`config.mk`:
```
export PLATFORM = sky130hd
export DESIGN_NAME = hc595_ctrl
export DESIGN_NICKNAME = d
export VERILOG_FILES = /design/src/rtl/hc595_ctrl_pkg.sv /design/src/rtl/hc595_phase_cnt.sv /design/src/rtl/hc595_ctrl.sv
export SDC_FILE = /design/constraint.sdc
export NUM_CORES = 1
export LEC_CHECK = 0
export ABC_AREA = 1
export CAP_MARGIN = 40
export CORE_MARGIN = 3
export CORE_UTILIZATION = 52
export DETAILED_ROUTE_END_ITERATION = 8
export PLACE_DENSITY = 0.78
export SLEW_MARGIN = 40
export SYNTH_ARGS = -nofsm -noshare
export SYNTH_HDL_FRONTEND = slang
export SYNTH_HIERARCHICAL = 1
export SYNTH_SLANG_ARGS = --single-unit
```
`constraint.sdc`:
```
create_clock -name clk -period 2.35 [get_ports clk]
set_input_delay 0.47 -clock clk [delete_from_list [all_inputs] [get_ports clk]]
set_output_delay 0.47 -clock clk [all_outputs]
set_load 0.005 [all_outputs]
```
`src/rtl/hc595_ctrl_pkg.sv`:
```
// ============================================================================
//  Module      : hc595_ctrl_pkg
//  Description : Shared constants, state encoding and parameter legality check
//                for the dual 74HC595 serial display driver.
//  Revision    : 1.0  initial release
// ============================================================================
`timescale 1ns/1ps
`default_nettype none

package hc595_ctrl_pkg;

    // Two cascaded 595s: 8 segment bits followed by 8 digit-select bits.
    localparam int FRAME_BITS = 16;

    typedef enum logic [1:0] {
        ST_LOAD  = 2'd0,
        ST_SHIFT = 2'd1,
        ST_LATCH = 2'd2
    } state_t;

    // SHCP needs a clean half-period split, so the divider must be even and >= 2.
    function automatic bit div_cnt_legal(input int div_cnt);
        return (div_cnt >= 2) && ((div_cnt % 2) == 0);
    endfunction

endpackage

`default_nettype wire

```
`src/rtl/hc595_phase_cnt.sv`:
```
// ============================================================================
//  Module      : hc595_phase_cnt
//  Description : Phase counter 0..DIV_CNT-1 with wrap flag. Also provides the
//                half-period and last-phase compares for the *next* phase so
//                the parent can register shcp/stcp/frame_done glitch-free.
//  Revision    : 1.0  initial release
// ============================================================================
`timescale 1ns/1ps
`default_nettype none

module hc595_phase_cnt #(
    parameter int DIV_CNT = 4
) (
    input  logic clk,
    input  logic rst,          // asynchronous, active low
    input  logic i_clear,      // force the next phase to 0
    output logic o_wrap,       // current phase is DIV_CNT-1
    output logic o_half_nxt,   // next phase is in the upper half period
    output logic o_last_nxt    // next phase is DIV_CNT-1
);

    localparam int               c_PW   = $clog2(DIV_CNT);
    localparam logic [c_PW-1:0]  c_LAST = c_PW'(DIV_CNT - 1);
    localparam logic [c_PW-1:0]  c_HALF = c_PW'(DIV_CNT / 2);

    logic [c_PW-1:0] r_phase;
    logic [c_PW-1:0] w_phase_nxt;

    // Next phase: wrap at the end of a period, or restart on request.
    always_comb begin
        w_phase_nxt = r_phase + c_PW'(1);
        if (i_clear || (r_phase == c_LAST)) begin
            w_phase_nxt = '0;
        end
    end

    // Phase register.
    always_ff @(posedge clk or negedge rst) begin
        if (!rst) begin
            r_phase <= '0;
        end else begin
            r_phase <= w_phase_nxt;
        end
    end

    assign o_wrap     = (r_phase == c_LAST);
    assign o_half_nxt = (w_phase_nxt >= c_HALF);
    assign o_last_nxt = (w_phase_nxt == c_LAST);

endmodule

`default_nettype wire

```
`src/rtl/hc595_ctrl.sv`:
```
// ============================================================================
//  Module      : hc595_ctrl
//  Description : Continuous serial refresh of two cascaded 74HC595s. Each
//                frame snapshots {seg, sel}, shifts 16 bits MSB first on
//                DS/SHCP, then pulses STCP. All pins are registered.
//                Optional feature macro: HC595_BLANK_EN adds a per-frame
//                `blank` input that forces oe_n high for that frame.
//  Revision    : 1.0  initial release
// ============================================================================
`timescale 1ns/1ps
`default_nettype none

module hc595_ctrl
    import hc595_ctrl_pkg::*;
#(
    parameter int DIV_CNT = 4
) (
    input  logic       clk,
    input  logic       rst,         // asynchronous, active low
    input  logic [7:0] sel,
    input  logic [7:0] seg,
`ifdef HC595_BLANK_EN
    input  logic       blank,
`endif
    output logic       ds,
    output logic       shcp,
    output logic       stcp,
    output logic       oe_n,
    output logic       frame_done
);

    if (!div_cnt_legal(DIV_CNT)) begin : g_div_cnt_illegal
        $error("hc595_ctrl: DIV_CNT must be even and >= 2");
    end

    state_t                  r_state, w_state_nxt;
    logic [FRAME_BITS-1:0]   r_word, w_word_nxt;
    logic [3:0]              r_bit_idx, w_bit_idx_nxt;
    logic                    w_new_bit;

    logic w_wrap, w_half_nxt, w_last_nxt;

    logic r_ds, r_shcp, r_stcp, r_oe_n, r_done, r_armed;
    logic w_ds_nxt, w_shcp_nxt, w_stcp_nxt, w_oe_n_nxt, w_done_nxt, w_armed_nxt;

    hc595_phase_cnt #(
        .DIV_CNT    (DIV_CNT)
    ) u_phase_cnt (
        .clk        (clk),
        .rst        (rst),
        .i_clear    (r_state == ST_LOAD),
        .o_wrap     (w_wrap),
        .o_half_nxt (w_half_nxt),
        .o_last_nxt (w_last_nxt)
    );

    // Frame sequencing: snapshot in LOAD, walk bit_idx down in SHIFT, then LATCH.
    always_comb begin
        w_state_nxt   = r_state;
        w_word_nxt    = r_word;
        w_bit_idx_nxt = r_bit_idx;
        w_new_bit     = 1'b0;
        case (r_state)
            ST_LOAD: begin
                w_state_nxt   = ST_SHIFT;
                w_word_nxt    = {seg, sel};
                w_bit_idx_nxt = 4'(FRAME_BITS - 1);
                w_new_bit     = 1'b1;
            end
            ST_SHIFT: begin
                if (w_wrap) begin
                    if (r_bit_idx == 4'd0) begin
                        w_state_nxt = ST_LATCH;
                    end else begin
                        w_bit_idx_nxt = r_bit_idx - 4'd1;
                        w_new_bit     = 1'b1;
                    end
                end
            end
            ST_LATCH: begin
                if (w_wrap) begin
                    w_state_nxt = ST_LOAD;
                end
            end
            default: begin
                w_state_nxt = ST_LOAD;
            end
        endcase
    end

`ifdef HC595_BLANK_EN
    logic r_blank, w_blank_nxt;

    // Blank request is only taken at LOAD so it covers exactly one frame.
    always_ff @(posedge clk or negedge rst) begin
        if (!rst) begin
            r_blank <= 1'b0;
        end else begin
            r_blank <= w_blank_nxt;
        end
    end
`endif

    // Pin values for the upcoming cycle, derived from next state and next phase
    // so that the registered pins line up with the state they describe.
    always_comb begin
        w_ds_nxt    = w_new_bit ? w_word_nxt[w_bit_idx_nxt] : r_ds;
        w_shcp_nxt  = (w_state_nxt == ST_SHIFT) && w_half_nxt;
        w_stcp_nxt  = (w_state_nxt == ST_LATCH) && w_half_nxt;
        w_done_nxt  = (w_state_nxt == ST_LATCH) && w_last_nxt;
        // Outputs stay blanked until the first complete latch has finished.
        w_armed_nxt = r_armed | (r_stcp & ~w_stcp_nxt);
`ifdef HC595_BLANK_EN
        w_blank_nxt = (r_state == ST_LOAD) ? blank : r_blank;
        w_oe_n_nxt  = ~w_armed_nxt | w_blank_nxt;
`else
        w_oe_n_nxt  = ~w_armed_nxt;
`endif
    end

    // State, word, bit index and all pin registers.
    always_ff @(posedge clk or negedge rst) begin
        if (!rst) begin
            r_state   <= ST_LOAD;
            r_word    <= '0;
            r_bit_idx <= '0;
            r_ds      <= 1'b0;
            r_shcp    <= 1'b0;
            r_stcp    <= 1'b0;
            r_oe_n    <= 1'b1;
            r_done    <= 1'b0;
            r_armed   <= 1'b0;
        end else begin
            r_state   <= w_state_nxt;
            r_word    <= w_word_nxt;
            r_bit_idx <= w_bit_idx_nxt;
            r_ds      <= w_ds_nxt;
            r_shcp    <= w_shcp_nxt;
            r_stcp    <= w_stcp_nxt;
            r_oe_n    <= w_oe_n_nxt;
            r_done    <= w_done_nxt;
            r_armed   <= w_armed_nxt;
        end
    end

    assign ds         = r_ds;
    assign shcp       = r_shcp;
    assign stcp       = r_stcp;
    assign oe_n       = r_oe_n;
    assign frame_done = r_done;

endmodule

`default_nettype wire
```
# --- Word-level counts from Yosys, hierarchy flattened ---
# Cells that the tools add are included.
# W data, S select, Z words.
totals:
  register_bits: 30
  out_inout_bits: 5
classes:
  n_reduce_logical: 6
  bitwise: 4
  order_cmp: 2
  n_eq_ne: 6
  mux: 14
  n_addsub: 2
ops:
  columns: ["cell", "count"]
  rows:
  - ["$mux W16", 1]
  - ["$eq A2 B2 Y1 const B", 4]
  - ["$mux W2", 4]
  - ["$mux W4", 2]
  - ["$pmux W4 S2", 1]
  - ["$pmux W2 S3", 1]
  - ["$lt A4 B5 Y1 const B", 1]
  - ["$bmux W1 S4", 1]
  - ["$eq A2 B1 Y1 const B", 2]
  - ["$logic_not A4 Y1", 1]
  - ["$sub A4 B1 Y4 const B", 1]
  - ["$logic_and A1 B1 Y1", 3]
  - ["$mux W1", 3]
  - ["$add A2 B1 Y2 const B", 1]
  - ["$ge A2 B2 Y1 const B", 1]
  - ["$logic_not A2 Y1", 1]
  - ["$not A1 Y1", 2]
  - ["$pmux W1 S2", 1]
  - ["$and A1 B1 Y1", 1]
  - ["$logic_or A1 B1 Y1", 1]
  - ["$or A1 B1 Y1", 1]

# --- Longest topological paths before layout ---
# Gate-level depths: netlist of the first run.
depth:
  ltp_word: 10
  depth_mapped: 14

# --- Cells and area by module ---
# Netlist of the first run, hierarchy kept.
by_module_without_submodules:
  columns: ["mod", "n_inst", "area_each_um2", "cells_per_inst"]
  rows:
  - ["hc595_ctrl", 1, 1478.9, 178]
  - ["hc595_phase_cnt", 1, 85.1, 8]

# --- Worst setup path before layout of the first run ---
# OpenSTA, ideal clock, no wires.
synth_timing:
  path_type: "reg2reg"
  from: "reg r_bit_idx[0]"
  to: "reg r_ds (netlist: ds)"
  arrival_time_ns: 1.620
  n_path_buf: 0
  required_ns: 2.234
  setup_time_ns: 0.116
  slack_ns: 0.614
  period_less_slack_ns: 1.736
  stages_incl_launch_ff: 15
  cell_sequence: "dfrtp_1 > inv_1 > ha_1 > nand2_2 > nand2_1 > nand2_1 > nand3_1 > nand2_1 > inv_1 > nand2_1 > nand3_1 > nand3_1 > nand2_1 > nand2_1 > nand2_1"
synth_between:
  elab_chain_len: 6
  elab_cells_between_ends: 10
  classes_between: "1 x add/sub; 8 x mux; 1 x reduce/logical"
synth_lines:
  columns: ["element", "line_no", "source"]
  rows:
  - ["start: declaration", "hc595_ctrl.sv:38", "logic [3:0] r_bit_idx, w_bit_idx_nxt;"]
  - ["start signal: assignment", "hc595_ctrl.sv:136", "r_bit_idx <= w_bit_idx_nxt;"]
  - ["$sub A4 B1 Y4 / $logic_not A4 Y1 (equally long branches)", "hc595_ctrl.sv:75, hc595_ctrl.sv:72", null]
  - ["$mux W4 *", "hc595_ctrl.sv:72", "if (r_bit_idx == 4'd0) begin"]
  - ["$mux W4 *", "hc595_ctrl.sv:71", "if (w_wrap) begin"]
  - ["$pmux W4 S2 *", "hc595_ctrl.sv:63", "case (r_state)"]
  - ["via w_bit_idx_nxt[1]", "hc595_ctrl.sv:38", null]
  - ["$bmux W1 S4 *", "hc595_ctrl.sv:107", "w_ds_nxt = w_new_bit ? w_word_nxt[w_bit_idx_nxt] : r_ds;"]
  - ["$mux W1 (implied by the code) *", "hc595_ctrl.sv:107", null]
  - ["end signal: assignment", "hc595_ctrl.sv:137", "r_ds <= w_ds_nxt;"]
  - ["end: declaration", "hc595_ctrl.sv:43", "logic r_ds, r_shcp, r_stcp, r_oe_n, r_done, r_armed;"]
# Mark *: on every way through the listed nets, which the timed path passes. The rest lies on a longest branch. The select of a mux whose other input is x is not followed.
# A chain may end at the register's enable or synchronous reset.

# --- Final worst setup path of the first run ---
# Ends and elaborated chain as after synthesis.

==> impl_metrics.tcl, run 1 <==
set metrics [dict create \
    status "finished clean" \
    clock-sinks 30 \
    first_iter_violations 62 \
    yosys_warnings 6 \
    syn_area_um2 1564 \
    synth.ff_latch_count 30 \
    crit_path_max_fanout 5 \
    cap_violations 0 \
    synth_top_family_by_area "simple AND/OR/NAND/NOR gates" \
    grt_pass1_wl_um 5382 \
    slew_headroom_pct 75.02 \
    cts_made_buffers 5 \
    cts.path.max_buffers 2 \
    die_h_um 60.84 \
    p_leak_nw 0.9401 \
    rsz0062_at_grt "no" \
    synth-simple-area-share_pct 35.04 \
    drive_gt1_share_pct 15.42 \
    final_nets 233 \
    multi_input_area_um2 640.6 \
    fill_cells 239 \
    fin_crit_sh_pct 83.47 \
    rows 19 \
    layout_min_cycle_time_ns 1.962 \
    antennaDiodeCount 0 \
    final_cells 245 \
    timing.hold.ws_ns 0.3796 \
    min_from "r_armed" \
    final_common_cell "nand2_1" \
    critPathTopFamily "simple AND/OR/NAND/NOR gates" \
    dieArea_um2 3702 \
    layout_setup_ws_ns 0.3884 \
    first_pass_iters 4 \
    syn_nets 206 \
    synthMuxAreaShare_pct 0 \
    critical-path-top-cell-by-count "nand2_1" \
    fin_skew_ns 0.007649 \
    register_area_um2 752.0 \
    slowest_delay_ns 0.46 \
    wl_per_cell_um 12.55 \
    grt_max_degree 31 \
    clk_latency_ns 0.33 \
    gr-usage-all-layers_pct 19.95 \
    grt_antenna_before_repair 0 \
    die_width_um 60.84 \
    crit_path_end_kind "register" \
    drtAntennaViolNets 0 \
    drt-total-wl_um 3075 \
    critPathRequiredTime_ns 2.58 \
    cts_root_buf "clkbuf_4" \
    slowest_stage "dfrtp_1" \
    vias 1237 \
    synth_xor_area_share_pct 0.5600 \
    synth_fa_ha_area_share_pct 1.600 \
    cts_resized 0 \
    cts_tree "done" \
    p_per_area_nw_per_um2 498.7 \
    holdBufCountCts 0 \
    area_growth_pct 17.84 \
    critPathArrivalTime_ns 2.19 \
    crit_chain "inv_1 > ha_1 > nand2_2 > nand2_1 > nand2_1 > nand3_1 > nand2_1 > inv_1 > nand2_1 > nand3_1 > nand3_1 > nand2_1 > nand2_1 > nand2_1" \
    irDropWorstVdd_mv 0.3555 \
    ys_types 25 \
    synth_compound_area_share_pct 3.760 \
    critical_path_class "register to register" \
    num_io_pins 23 \
    h-tree-depth 2 \
    synth_seq_area_share_pct 48.08 \
    core_area_um2 2805 \
    crit_start "r_bit_idx[0]" \
    fin_setup_tns_ns 0 \
    syn_area_per_cell_um2 8.409 \
    regToRegStartpoint "r_bit_idx[0]" \
    viasPerCell 5.049 \
    final-hold-violation-count 0 \
    grt_pass1_vias 1279 \
    hold_path.class "register to register" \
    cp-start-kind "register" \
    drc 0 \
    worst_pin_slew_ns 0.3708 \
    io_buffers 22 \
    max_freq_mhz 509.8 \
    synthCells 186 \
    cts.clk_slew.worst_paths_ns 0.09 \
    setup_viol 0 \
    crit_buf_inv 2 \
    pre_cts_ws_ns 0.3956 \
    dp.cells 237 \
    slew_violations 0 \
    mostFrequentLayoutCells "52 x nand2_1, 29 x inv_1, 29 x dfrtp_1" \
    fin_total_pwr_mw 0.9192 \
    dp_hpwl_um 2339 \
    initial_utilization_pct 55.75 \
    routabilityCongestion 0.9331 \
    postCtsSetupRepairBufs 0 \
    gr-total-overflow 0 \
]
-- power by group --
group	internal, mW	leakage, nW	switching [mW]
clock network	0.145	0.0353	0.169
registers	0.531	0.361	0.00487
logic	0.0382	0.544	0.0317
total	0.713	0.940	0.206
-- worst reg2reg max path: cells and delay by family, from the launching register on --
family / cells / cell delay (ns)
flops: 1 / 0.46
fa+ha+maj: 1 / 0.27
simple gates: 11 / 0.90
buf+inv: 2 / 0.26
-- worst paths after layout --
path / endpoint / slack (ns) / cells past startpoint
max: ds / 0.39 / 14
min: oe_n / 0.38 / 1
max reg2reg: ds / 0.39 / 14
min reg2reg: oe_n / 0.38 / 1
max in group asynchronous: oe_n / 1.52 / 2
min in group asynchronous: r_bit_idx[2] / 0.51 / 2
-- cells by family (layout without fill, tap and decap cells) --
logic type	after synthesis	in the layout
buffers and inverters	35	63
adders and majority gates	2	2
AOI/OAI and AO/OA	11	11
DFF	30	30
and+or+nand+nor	107	107
xor gates and xnor gates	1	1
-- cell type report --
type                            instances  area share, %
Tap cell                               31          2.105
Timing Repair Buffer                   24          12.76
Clock buffer                            7          2.987
Clock inverter                          1         0.2716
Sequential cell                        30          40.80
Inverter                               31          6.314
Multi-Input combinational cell        121          34.76
-- layer usage --
metal | wire length [µm] | vias up | GRT usage (%)
li1 | - | 635 | -
met1 | 1318 | 574 | 23.44
met2 | 1569 | 24 | 33.44
met3 | 147 | 4 | 7.234
met4 | 39 | 0 | 7.430
met5 | 0 | - | 0
-- cell usage after synthesis (all sizes together) --
| cell | number | share of area (%) |
|---|---|---|
| nand2 | 62 | 18 |
| inv | 31 | 7.4 |
| dfrtp | 29 | 46 |
| nand3 | 17 | 7.0 |
| nor2 | 13 | 4.1 |
| nand4 | 10 | 4.0 |
| o21ai | 9 | 3.1 |
| or2 | 4 | 1.6 |
| a21oi | 2 | 0.64 |
| buf | 2 | 1.8 |
| clkbuf | 2 | 1.8 |
| ha | 2 | 1.6 |
| dfstp | 1 | 1.7 |
| nor3 | 1 | 0.32 |
| xor2 | 1 | 0.56 |
-- state kept, by name, indices dropped and copies added (netlist names) --
name / cells
shcp: 1
stcp: 1
r_state: 2
r_word: 16
oe_n: 1
frame_done: 1
ds: 1
u_phase_cnt/r_phase: 2
r_armed: 1
r_bit_idx: 4
-- through the flow --
stage               util [%]  area, µm²
floorplan                  -       1564
global placement       63.56       1783
detailed placement     63.56       1783
CTS                    65.70       1843
global route           65.70       1843
finish                 65.70       1843
Note: power is estimated with default switching activity, not from simulation.
==> inputs of run 2 (changes only) <==
--- a/config.mk
+++ b/config.mk
@@ -8,9 +8,9 @@
 export ABC_AREA = 1
 export CAP_MARGIN = 40
 export CORE_MARGIN = 3
-export CORE_UTILIZATION = 52
+export CORE_UTILIZATION = 48
 export DETAILED_ROUTE_END_ITERATION = 8
-export PLACE_DENSITY = 0.78
+export PLACE_DENSITY = 0.76
 export SLEW_MARGIN = 40
 export SYNTH_ARGS = -nofsm -noshare
 export SYNTH_HDL_FRONTEND = slang
==> constraint.sdc (replaced) <==
create_clock -name clk -period 1.8 [get_ports clk]
set_input_delay 0.36 -clock clk [delete_from_list [all_inputs] [get_ports clk]]
set_output_delay 0.36 -clock clk [all_outputs]
set_load 0.005 [all_outputs]
==> impl_metrics.tcl, run 2 (same netlist as run 1, synthesis figures left out) <==
set metrics [dict create \
    status "finished clean" \
    min_from "r_armed" \
    first_iter_violations 34 \
    antennaDiodeCount 0 \
    rows 20 \
    final_cells 272 \
    dp.cells 256 \
    timing.hold.ws_ns 0.4042 \
    initial_utilization_pct 50.81 \
    dp_hpwl_um 2136 \
    grt_use_met3_pct 5.348 \
    final_common_cell "nand2_1" \
    whs_endpoint "oe_n" \
    p_per_area_nw_per_um2 589.6 \
    critPathTopFamily "flip-flops" \
    cts_root_buf "clkbuf_4" \
    critical_path_class "register to output port" \
    fin_skew_ns 0.005922 \
    grt_antenna_before_repair 0 \
    num_io_pins 23 \
    drtAntennaViolNets 0 \
    vias 1279 \
    slew_violations 0 \
    r2r_cells 13 \
    gr-usage-all-layers_pct 16.80 \
    viasPerCell 4.702 \
    area_growth_pct 30.80 \
    irDropWorstVdd_mv 0.5281 \
    crit_cells 1 \
    cp-start-kind "register" \
    fin_total_pwr_mw 1.206 \
    top_regs "r_word (16), r_bit_idx (4)" \
    cts_made_buffers 5 \
    drive_gt1_share_pct 23.68 \
    crit_chain "clkdlybuf4s50_1" \
    clk_latency_ns 0.33 \
    final_nets 247 \
    setup_viol 0 \
    layout_min_cycle_time_ns 1.684 \
    crit_path_end_kind "output port" \
    r2r-end "ds" \
    regToRegStartpoint "u_phase_cnt/r_phase[0]" \
    max_freq_mhz 593.8 \
    clock-sinks 30 \
    hold_path.class "register to register" \
    die_width_um 63.08 \
    cts.path.max_buffers 2 \
    hold_depth 1 \
    first_pass_iters 4 \
    io_buffers 22 \
    h-tree-depth 2 \
    die_h_um 63.08 \
    critPathArrivalTime_ns 1.32 \
    drc 0 \
    p_leak_nw 1.015 \
    slew_headroom_pct 74.47 \
    top_register "r_word" \
    grt_max_degree 31 \
    drt-total-wl_um 3118 \
    grt.met1_usage_pct 20.72 \
    largest_register_ffs 16 \
    fin_crit_sh_pct 93.57 \
    crit_path_max_fanout 1 \
    r2r_slack_ns 0.15 \
    met2_usage_pct 26.88 \
    core_area_um2 3078 \
    cts_tree "done" \
    cts.clk_slew.worst_paths_ns 0.08 \
    final-hold-violation-count 0 \
    slowest_stage "dfstp_2" \
    gr-total-overflow 0 \
    cap_violations 0 \
    grt_pass1_vias 1172 \
    crit_buf_inv 1 \
    routabilityCongestion 0.8422 \
    slowest_delay_ns 0.52 \
    critPathRequiredTime_ns 1.44 \
    busiest_layer "met2" \
    worst_pin_slew_ns 0.3830 \
    dieArea_um2 3979 \
    grt_pass1_wl_um 5133 \
    wl_per_cell_um 11.46 \
    mostFrequentLayoutCells "50 x nand2_1, 29 x inv_1, 28 x dfrtp_1" \
]
[run 2: cell count changes in the layout (fill, tap and decap cells not counted), sizes merged]
cell / previous run / this run
buf: 2 / 14
clkbuf: 7 / 8
clkinv: 1 / 0
nand2: 62 / 63
nand3: 17 / 18
[run 2: what timing repair did]
action                     CTS  global route
resized for setup            0            12
hold buffers                 0             0
buffers inserted             0             6
setup endpoints to repair    0             3
[run 2: layout make-up]
type,count,area (µm²)
clock buffer,8,58.81
timing repair buffer,36,366.6
fill,283,1032
multi-input combinational,123,695.7
inverter,31,116.4
sequential,30,753.2
tap,44,55.05
[run 2: worst max path at each step]
| stage | startpoint | end |
|---|---|---|
| after floorplan | r_bit_idx[0] | ds |
| after global placement | seg[1] | ds |
| after detailed placement | seg[1] | ds |
| after CTS | r_bit_idx[1] | ds |
| after global routing | r_state[1] | ds |
| final | oe_n | oe_n |
[run 2: power breakdown]
part	internal [mW]	total (mW)	switching, mW
combinational	0.0504	0.0906	0.0402
sequential	0.693	0.698	0.00588
clock	0.193	0.417	0.225
[run 2: metal layers]
metal / share of wire [%] / vias to the layer above
li1: - / 668
met1: 47 / 582
met2: 47 / 24
met3: 4.0 / 5
met4: 1.9 / 0
met5: 0 / -
[run 2: through the flow]
stage / setup slack, ns / utilization [%] / cell area [µm²] / setup TNS [ns]
global route: -0.01870 / 66.46 / 2046 / -0.01870
finish: 0.1158 / 66.46 / 2046 / 0
CTS: 0.06886 / 62.24 / 1916 / 0
global placement: 0.05823 / 60.33 / 1857 / 0
floorplan: 0.06396 / - / 1564 / 0
detailed placement: 0.04655 / 60.33 / 1857 / 0
